**src/rtl/cpu_mem_arbiter_if.sv**
```systemverilog
// CPU-port and SRAM-port signal bundle for cpu_mem_arbiter.
// slave = arbiter view, master = CPU core plus SRAM view.
interface cpu_mem_arbiter_if #(
  parameter int ADDR_W = 32,
  parameter int DATA_W = 32
);
  logic              inst_ce;
  logic [ADDR_W-1:0] inst_addr;
  logic [DATA_W-1:0] inst_data;
  logic              data_ce;
  logic              data_we;
  logic [ADDR_W-1:0] data_addr;
  logic [DATA_W-1:0] data_wdata;
  logic [DATA_W-1:0] data_rdata;
  logic              stall_req;
  logic              sram_ce;
  logic              sram_we;
  logic [ADDR_W-1:0] sram_addr;
  logic [DATA_W-1:0] sram_wdata;
  logic [DATA_W-1:0] sram_rdata;

  modport slave (
    input  inst_ce, inst_addr, data_ce, data_we, data_addr, data_wdata, sram_rdata,
    output inst_data, data_rdata, stall_req, sram_ce, sram_we, sram_addr, sram_wdata
  );

  modport master (
    output inst_ce, inst_addr, data_ce, data_we, data_addr, data_wdata, sram_rdata,
    input  inst_data, data_rdata, stall_req, sram_ce, sram_we, sram_addr, sram_wdata
  );
endinterface

```
**src/rtl/cpu_mem_arbiter.sv**
```systemverilog
// Merges the CPU fetch and data ports onto one fixed-latency single-port SRAM.
// Data accesses win; a pending fetch follows directly with no idle cycle.
module cpu_mem_arbiter #(
  parameter int ADDR_W      = 32,
  parameter int DATA_W      = 32,
  parameter int WAIT_CYCLES = 2,
  parameter int CNT_W       = 4
) (
  input  logic               clk,
  input  logic               rst,
  cpu_mem_arbiter_if.slave   bus
);

  typedef enum logic [1:0] {
    IDLE,
    D_ACC,
    I_ACC,
    DONE
  } state_t;

  localparam logic [CNT_W-1:0] CNT_LOAD = CNT_W'(WAIT_CYCLES);
  localparam logic [CNT_W-1:0] CNT_ONE  = CNT_W'(1);

  state_t           state;
  logic [CNT_W-1:0] cnt;

  // SRAM controls are loaded on the edge that enters an access state, so they
  // are already valid in that state's first cycle, exactly as a decode would be.
  always_ff @(posedge clk or negedge rst) begin
    if (!rst) begin
      state          <= IDLE;
      cnt            <= '0;
      bus.inst_data  <= '0;
      bus.data_rdata <= '0;
      bus.sram_ce    <= 1'b0;
      bus.sram_we    <= 1'b0;
      bus.sram_addr  <= '0;
      bus.sram_wdata <= '0;
    end else begin
      case (state)
        IDLE: begin
          if (bus.data_ce) begin
            state          <= D_ACC;
            cnt            <= CNT_LOAD;
            bus.sram_ce    <= 1'b1;
            bus.sram_we    <= bus.data_we;
            bus.sram_addr  <= bus.data_addr;
            bus.sram_wdata <= bus.data_wdata;
          end else if (bus.inst_ce) begin
            state          <= I_ACC;
            cnt            <= CNT_LOAD;
            bus.sram_ce    <= 1'b1;
            bus.sram_we    <= 1'b0;
            bus.sram_addr  <= bus.inst_addr;
            bus.sram_wdata <= '0;
          end
        end

        D_ACC: begin
          if (cnt == '0) begin
            // Capture decision follows the access actually issued to the SRAM.
            if (!bus.sram_we) begin
              bus.data_rdata <= bus.sram_rdata;
            end
            if (bus.inst_ce) begin
              state          <= I_ACC;
              cnt            <= CNT_LOAD;
              bus.sram_ce    <= 1'b1;
              bus.sram_we    <= 1'b0;
              bus.sram_addr  <= bus.inst_addr;
              bus.sram_wdata <= '0;
            end else begin
              state          <= DONE;
              bus.sram_ce    <= 1'b0;
              bus.sram_we    <= 1'b0;
              bus.sram_addr  <= '0;
              bus.sram_wdata <= '0;
            end
          end else begin
            cnt            <= cnt - CNT_ONE;
            bus.sram_we    <= bus.data_we;
            bus.sram_addr  <= bus.data_addr;
            bus.sram_wdata <= bus.data_wdata;
          end
        end

        I_ACC: begin
          if (cnt == '0) begin
            bus.inst_data  <= bus.sram_rdata;
            state          <= DONE;
            bus.sram_ce    <= 1'b0;
            bus.sram_we    <= 1'b0;
            bus.sram_addr  <= '0;
            bus.sram_wdata <= '0;
          end else begin
            cnt           <= cnt - CNT_ONE;
            bus.sram_addr <= bus.inst_addr;
          end
        end

        DONE: begin
          state <= IDLE;
        end

        default: begin
          state <= IDLE;
        end
      endcase
    end
  end

  // The IDLE term must respond in the request's first cycle, so stall_req is
  // decoded rather than registered; gating with rst keeps it 0 during reset.
  always_comb begin
    bus.stall_req = 1'b0;
    if (rst) begin
      case (state)
        IDLE:         bus.stall_req = bus.data_ce | bus.inst_ce;
        D_ACC, I_ACC: bus.stall_req = 1'b1;
        default:      bus.stall_req = 1'b0;
      endcase
    end
  end

endmodule
```
**src/flat_wrapper.sv**
```systemverilog
// flat-port wrapper written by rule: the top's interface ports become plain ports
module cpu_mem_arbiter_flat 
#(
  parameter int ADDR_W      = 32,
  parameter int DATA_W      = 32,
  parameter int WAIT_CYCLES = 2,
  parameter int CNT_W       = 4
)
  (clk, rst, bus_inst_ce, bus_inst_addr, bus_data_ce, bus_data_we, bus_data_addr, bus_data_wdata, bus_sram_rdata, bus_inst_data, bus_data_rdata, bus_stall_req, bus_sram_ce, bus_sram_we, bus_sram_addr, bus_sram_wdata);
  cpu_mem_arbiter_if #(.ADDR_W(ADDR_W), .DATA_W(DATA_W)) bus_i ();
  input  logic clk;
  input  logic rst;
  input wire logic [$bits(bus_i.inst_ce)-1:0] bus_inst_ce;
  input wire logic [$bits(bus_i.inst_addr)-1:0] bus_inst_addr;
  input wire logic [$bits(bus_i.data_ce)-1:0] bus_data_ce;
  input wire logic [$bits(bus_i.data_we)-1:0] bus_data_we;
  input wire logic [$bits(bus_i.data_addr)-1:0] bus_data_addr;
  input wire logic [$bits(bus_i.data_wdata)-1:0] bus_data_wdata;
  input wire logic [$bits(bus_i.sram_rdata)-1:0] bus_sram_rdata;
  output wire logic [$bits(bus_i.inst_data)-1:0] bus_inst_data;
  output wire logic [$bits(bus_i.data_rdata)-1:0] bus_data_rdata;
  output wire logic [$bits(bus_i.stall_req)-1:0] bus_stall_req;
  output wire logic [$bits(bus_i.sram_ce)-1:0] bus_sram_ce;
  output wire logic [$bits(bus_i.sram_we)-1:0] bus_sram_we;
  output wire logic [$bits(bus_i.sram_addr)-1:0] bus_sram_addr;
  output wire logic [$bits(bus_i.sram_wdata)-1:0] bus_sram_wdata;
  assign bus_i.inst_ce = bus_inst_ce;
  assign bus_i.inst_addr = bus_inst_addr;
  assign bus_i.data_ce = bus_data_ce;
  assign bus_i.data_we = bus_data_we;
  assign bus_i.data_addr = bus_data_addr;
  assign bus_i.data_wdata = bus_data_wdata;
  assign bus_i.sram_rdata = bus_sram_rdata;
  assign bus_inst_data = bus_i.inst_data;
  assign bus_data_rdata = bus_i.data_rdata;
  assign bus_stall_req = bus_i.stall_req;
  assign bus_sram_ce = bus_i.sram_ce;
  assign bus_sram_we = bus_i.sram_we;
  assign bus_sram_addr = bus_i.sram_addr;
  assign bus_sram_wdata = bus_i.sram_wdata;
  cpu_mem_arbiter #(.ADDR_W(ADDR_W), .DATA_W(DATA_W), .WAIT_CYCLES(WAIT_CYCLES), .CNT_W(CNT_W)) u_core (.clk(clk), .rst(rst), .bus(bus_i));
endmodule
```
**config.mk**
```make
export PLATFORM = sky130hd
export DESIGN_NAME = cpu_mem_arbiter_flat
export DESIGN_NICKNAME = d
export VERILOG_FILES = /design/src/rtl/cpu_mem_arbiter_if.sv /design/src/rtl/cpu_mem_arbiter.sv /design/src/flat_wrapper.sv
export SDC_FILE = /design/constraint.sdc
export NUM_CORES = 1
export LEC_CHECK = 0
export ABC_AREA = 0
export BUFFER_PORTS_ARGS = -buffer_cell sky130_fd_sc_hd__buf_2
export CORE_ASPECT_RATIO = 1.4
export CORE_UTILIZATION = 45
export DETAILED_ROUTE_END_ITERATION = 16
export GPL_TIMING_DRIVEN = 0
export PLACE_DENSITY_LB_ADDON = 0.25
export SKIP_CTS_REPAIR_TIMING = 1
export SKIP_LAST_GASP = 1
export SYNTH_ARGS = -nofsm -noshare
export SYNTH_HDL_FRONTEND = slang
export SYNTH_SLANG_ARGS = --single-unit
```
**constraint.sdc**
```tcl
create_clock -name clk -period 2.39 [get_ports clk]
set_input_delay 0.3585 -clock clk [delete_from_list [all_inputs] [get_ports clk]]
set_output_delay 0.3585 -clock clk [all_outputs]
set_load 0.02 [all_outputs]
```
==> run summary <==
Status: complete, but fails checks
Failing checks: setup timing
H-tree depth: 4
Clock transition at path regs: 0.06 ns
P_int: 7.735 mW
XOR/XNOR Fraction of Synth Area: 0%
Post-synth EDFFs: 0
Asr flop ratio synth: 100.0%
Yosys cell types: 39
Hold Violations, Final: 0
Prevailing post-synth register cell: dfrtp_1
DP Cell Count: 1023
Part of the cycle the worst path needs: 100.0%
Final min period: 2.390 ns
Startpoint Class: flop
Layout cells sized above 1: 47.19%
Hold slack: 0.1771 ns
CP Capture Type: output port
Total CTS buffers: 17
Sw power: 6.010 mW
Power Density: 1589 mW/mm^2
DP Wirelength: 13190 microns
CTS tree: done
Multiplexer share of the synthesized area: 11.38%
Number of global-route vias before repair: 5774
Full die area: 0.01478 sq mm
Die Width: 103.0 microns
Routed wire per std cell: 16.74 microns
Largest family of logic cells by synthesized area: compound AO/OA/AOI/OAI gates
Setup CP Type: reg2out
WHS Path Cells: 3
Synth-to-layout area growth: 34.47%
RSZ-0062 raised after global routing: yes
Cell area after synthesis: 0.006431 sq mm
Max frequency: 0.4184 GHz
Vias: 5660
Syn nets: 713
Mapped Cells: 574
CTS Root Buffer Type: clkbuf_16
DRT Pass-1 Iters: 4
# IOs: 264
Residual DRC: 0
Data required time of the critical path: 2.03 ns
Final Setup Violations: 1
First DRT Iteration DRCs: 174
Switching part of the total: 43.72%
Crit path DAT: 2.03 ns
Crit-path cells: inv_1 > ha_1 > buf_4 > buf_6 > a21oi_1 > nor3b_1 > buf_2
Post-Synth Adder-Cell Area: 1.167%
Register share of total power: 28.7%
Clock Tree Buf Depth: 2
Routed WL: 17680 microns
Syn_area_per_cell: 11.20 sq um
Global route total overflow: 0
Compound-Gate Fraction of Synth Area: 18.00%
Largest net degree at the start of global routing: 77
GRT Resource Usage Total: 23.98%
Yosys warnings: 0
Clock Sinks: 136
Seq/Total Area, Yosys: 52.92%
Crit-path slowest cell: dfrtp_1
Diodes inserted: 0
Fin worst setup slack: -0.0003362 ns
Clock group share of total power: 19.2%
Starting Density: 46.23%
Finished Cell Area: 0.008648 sq mm
MaxCap Viol Count: 0
Pre-CTS setup slack: -0.09285 ns
Crit Path Max Fanout: 10
Slew margin rel.: 59.78%
First-pass GRT wire length: 27680 microns
Port Buffers: 263
Final core occ: 62.17%
#FFs+latches synth: 136
Worst Max-Slew Pin Slew: 0.6033 ns
Antenna Nets Post-Route: 0
Synthesized-area fraction occupied by and/or/nand/nor cells: 11.67%
Core ar.: 0.01391 sq mm
Worst-Skew Late Latency: 0.41 ns
Worst hold path type: in2reg
CP peak stage delay: 0.40 ns
Max-slew violations: 0
RD Place Congestion: 0.8153
Most frequent cells in the layout: buf_2, dfrtp_1, nand2_1
Layout Cells excl Fill: 1056
FP Rows: 51
LEAKAGE: 4.164 nW
Die height: 143.5 microns
Antenna violations before repair: 0
Max VDD drop: 0.8339 mV
Comb pwr share: 52.1%
Vias per Instance: 5.360
Worst Reg-to-Reg Cells: 8
Placed Area: 0.008013 sq mm
Most common cell after layout, fill and taps aside: buf_2
Layout Skew: 0.007745 ns
Fin nets: 997
-- worst paths after layout --
check,start,to,slack [ns]
max in group asynchronous,rst,u_core.bus.inst_data[28],1.10
max,u_core.state[0],bus_stall_req,-0.0003
min,bus_data_wdata[31],u_core.bus.sram_wdata[31],0.18
max reg2reg,u_core.state[1],u_core.bus.sram_wdata[26],0.09
min in group asynchronous,rst,u_core.bus.sram_wdata[12],0.52
min reg2reg,u_core.bus.sram_wdata[29],u_core.bus.sram_wdata[29],0.48
-- cells by family (layout without fill, tap and decap cells) --
| family | count (synthesis) | after routing |
|---|---|---|
| fa+ha+maj | 6 | 6 |
| simple gates | 161 | 161 |
| buf+inv | 55 | 352 |
| compound gates | 151 | 151 |
| flops | 136 | 136 |
| mux | 65 | 65 |
-- flip-flops by register name, summed over array words and instances, names as in the netlist --
signal / flops
u_core.bus.data_rdata: 32
u_core.bus.inst_data: 32
u_core.bus.sram_addr: 32
u_core.bus.sram_wdata: 32
u_core.cnt: 4
u_core.state: 2
u_core.bus.sram_ce: 1
u_core.bus.sram_we: 1
-- layout make-up --
| type | count | area, sq um |
|---|---|---|
| Inverter | 6 | 22.52 |
| Timing Repair Buffer | 266 | 1368 |
| Fill cell | 1186 | 5263 |
| Tap cell | 185 | 231.5 |
| Buffer | 48 | 302.8 |
| Sequential cell | 136 | 3403 |
| Multi-Input combinational cell | 383 | 2728 |
| Clock buffer | 18 | 429.2 |
| Clock inverter | 14 | 163.9 |
-- Yosys cell counts, types with 2 or more instances --
| cell type | number | area [sq um] |
|---|---|---|
| dfrtp_1 | 136 | 3403 |
| nand2_1 | 71 | 266.5 |
| a211oi_1 | 66 | 495.5 |
| mux2_2 | 65 | 732.0 |
| nor2_1 | 39 | 146.4 |
| nor2b_1 | 33 | 206.5 |
| o21ai_1 | 26 | 130.1 |
| clkbuf_1 | 23 | 86.33 |
| a221oi_1 | 22 | 192.7 |
| buf_6 | 12 | 135.1 |
| a221oi_2 | 10 | 150.1 |
| buf_2 | 10 | 50.05 |
| a21oi_1 | 7 | 35.03 |
| o21ai_2 | 7 | 61.31 |
| ha_1 | 6 | 75.07 |
| inv_1 | 6 | 22.52 |
| nor3_1 | 4 | 20.02 |
| o21ai_0 | 4 | 20.02 |
| buf_1 | 3 | 11.26 |
| and2_1 | 2 | 12.51 |
| nand3_1 | 2 | 10.01 |
| nor4_1 | 2 | 12.51 |
| o22ai_1 | 2 | 12.51 |
-- power groups by stage --
stage	Combinational [mW]	Sequential (mW)	Clock (mW)
3_3_place_gp	6.83	3.90	0
3_5_place_dp	7.08	3.97	0
2_1_floorplan	3.68	5.13	0
5_1_grt	7.82	4.08	2.80
4_1_cts	7.10	3.94	2.69
6_report	7.15	3.95	2.64
-- stage by stage --
step | setup TNS (ns) | power [mW]
4_1_cts | -0.6502 | 13.73
2_1_floorplan | 0 | 8.815
6_report | -0.0003362 | 13.75
5_1_grt | -1.735 | 14.70
3_3_place_gp | -114.32 | 10.73
3_5_place_dp | -0.09285 | 11.05
-- critical path, delay by kind of cell, from the launching register on --
family / cells / cell delay [ns]
AOI/OAI and AO/OA: 1 / 0.05
buffers and inverters: 4 / 0.66
DFF: 1 / 0.40
and+or+nand+nor: 1 / 0.17
adders and majority gates: 1 / 0.34
-- metal layers --
metal  track usage (%)  vias up  routed length (microns)  share of wire (%)
li1                  -     2646                        -                  -
met1             27.23     2740                     6807                 38
met2             42.25      241                     9162                 52
met3             6.955       33                     1306                7.4
met4             8.599        0                      406                2.3
met5                 0        -                        0                  0
Power figures use the tool's default switching activity.
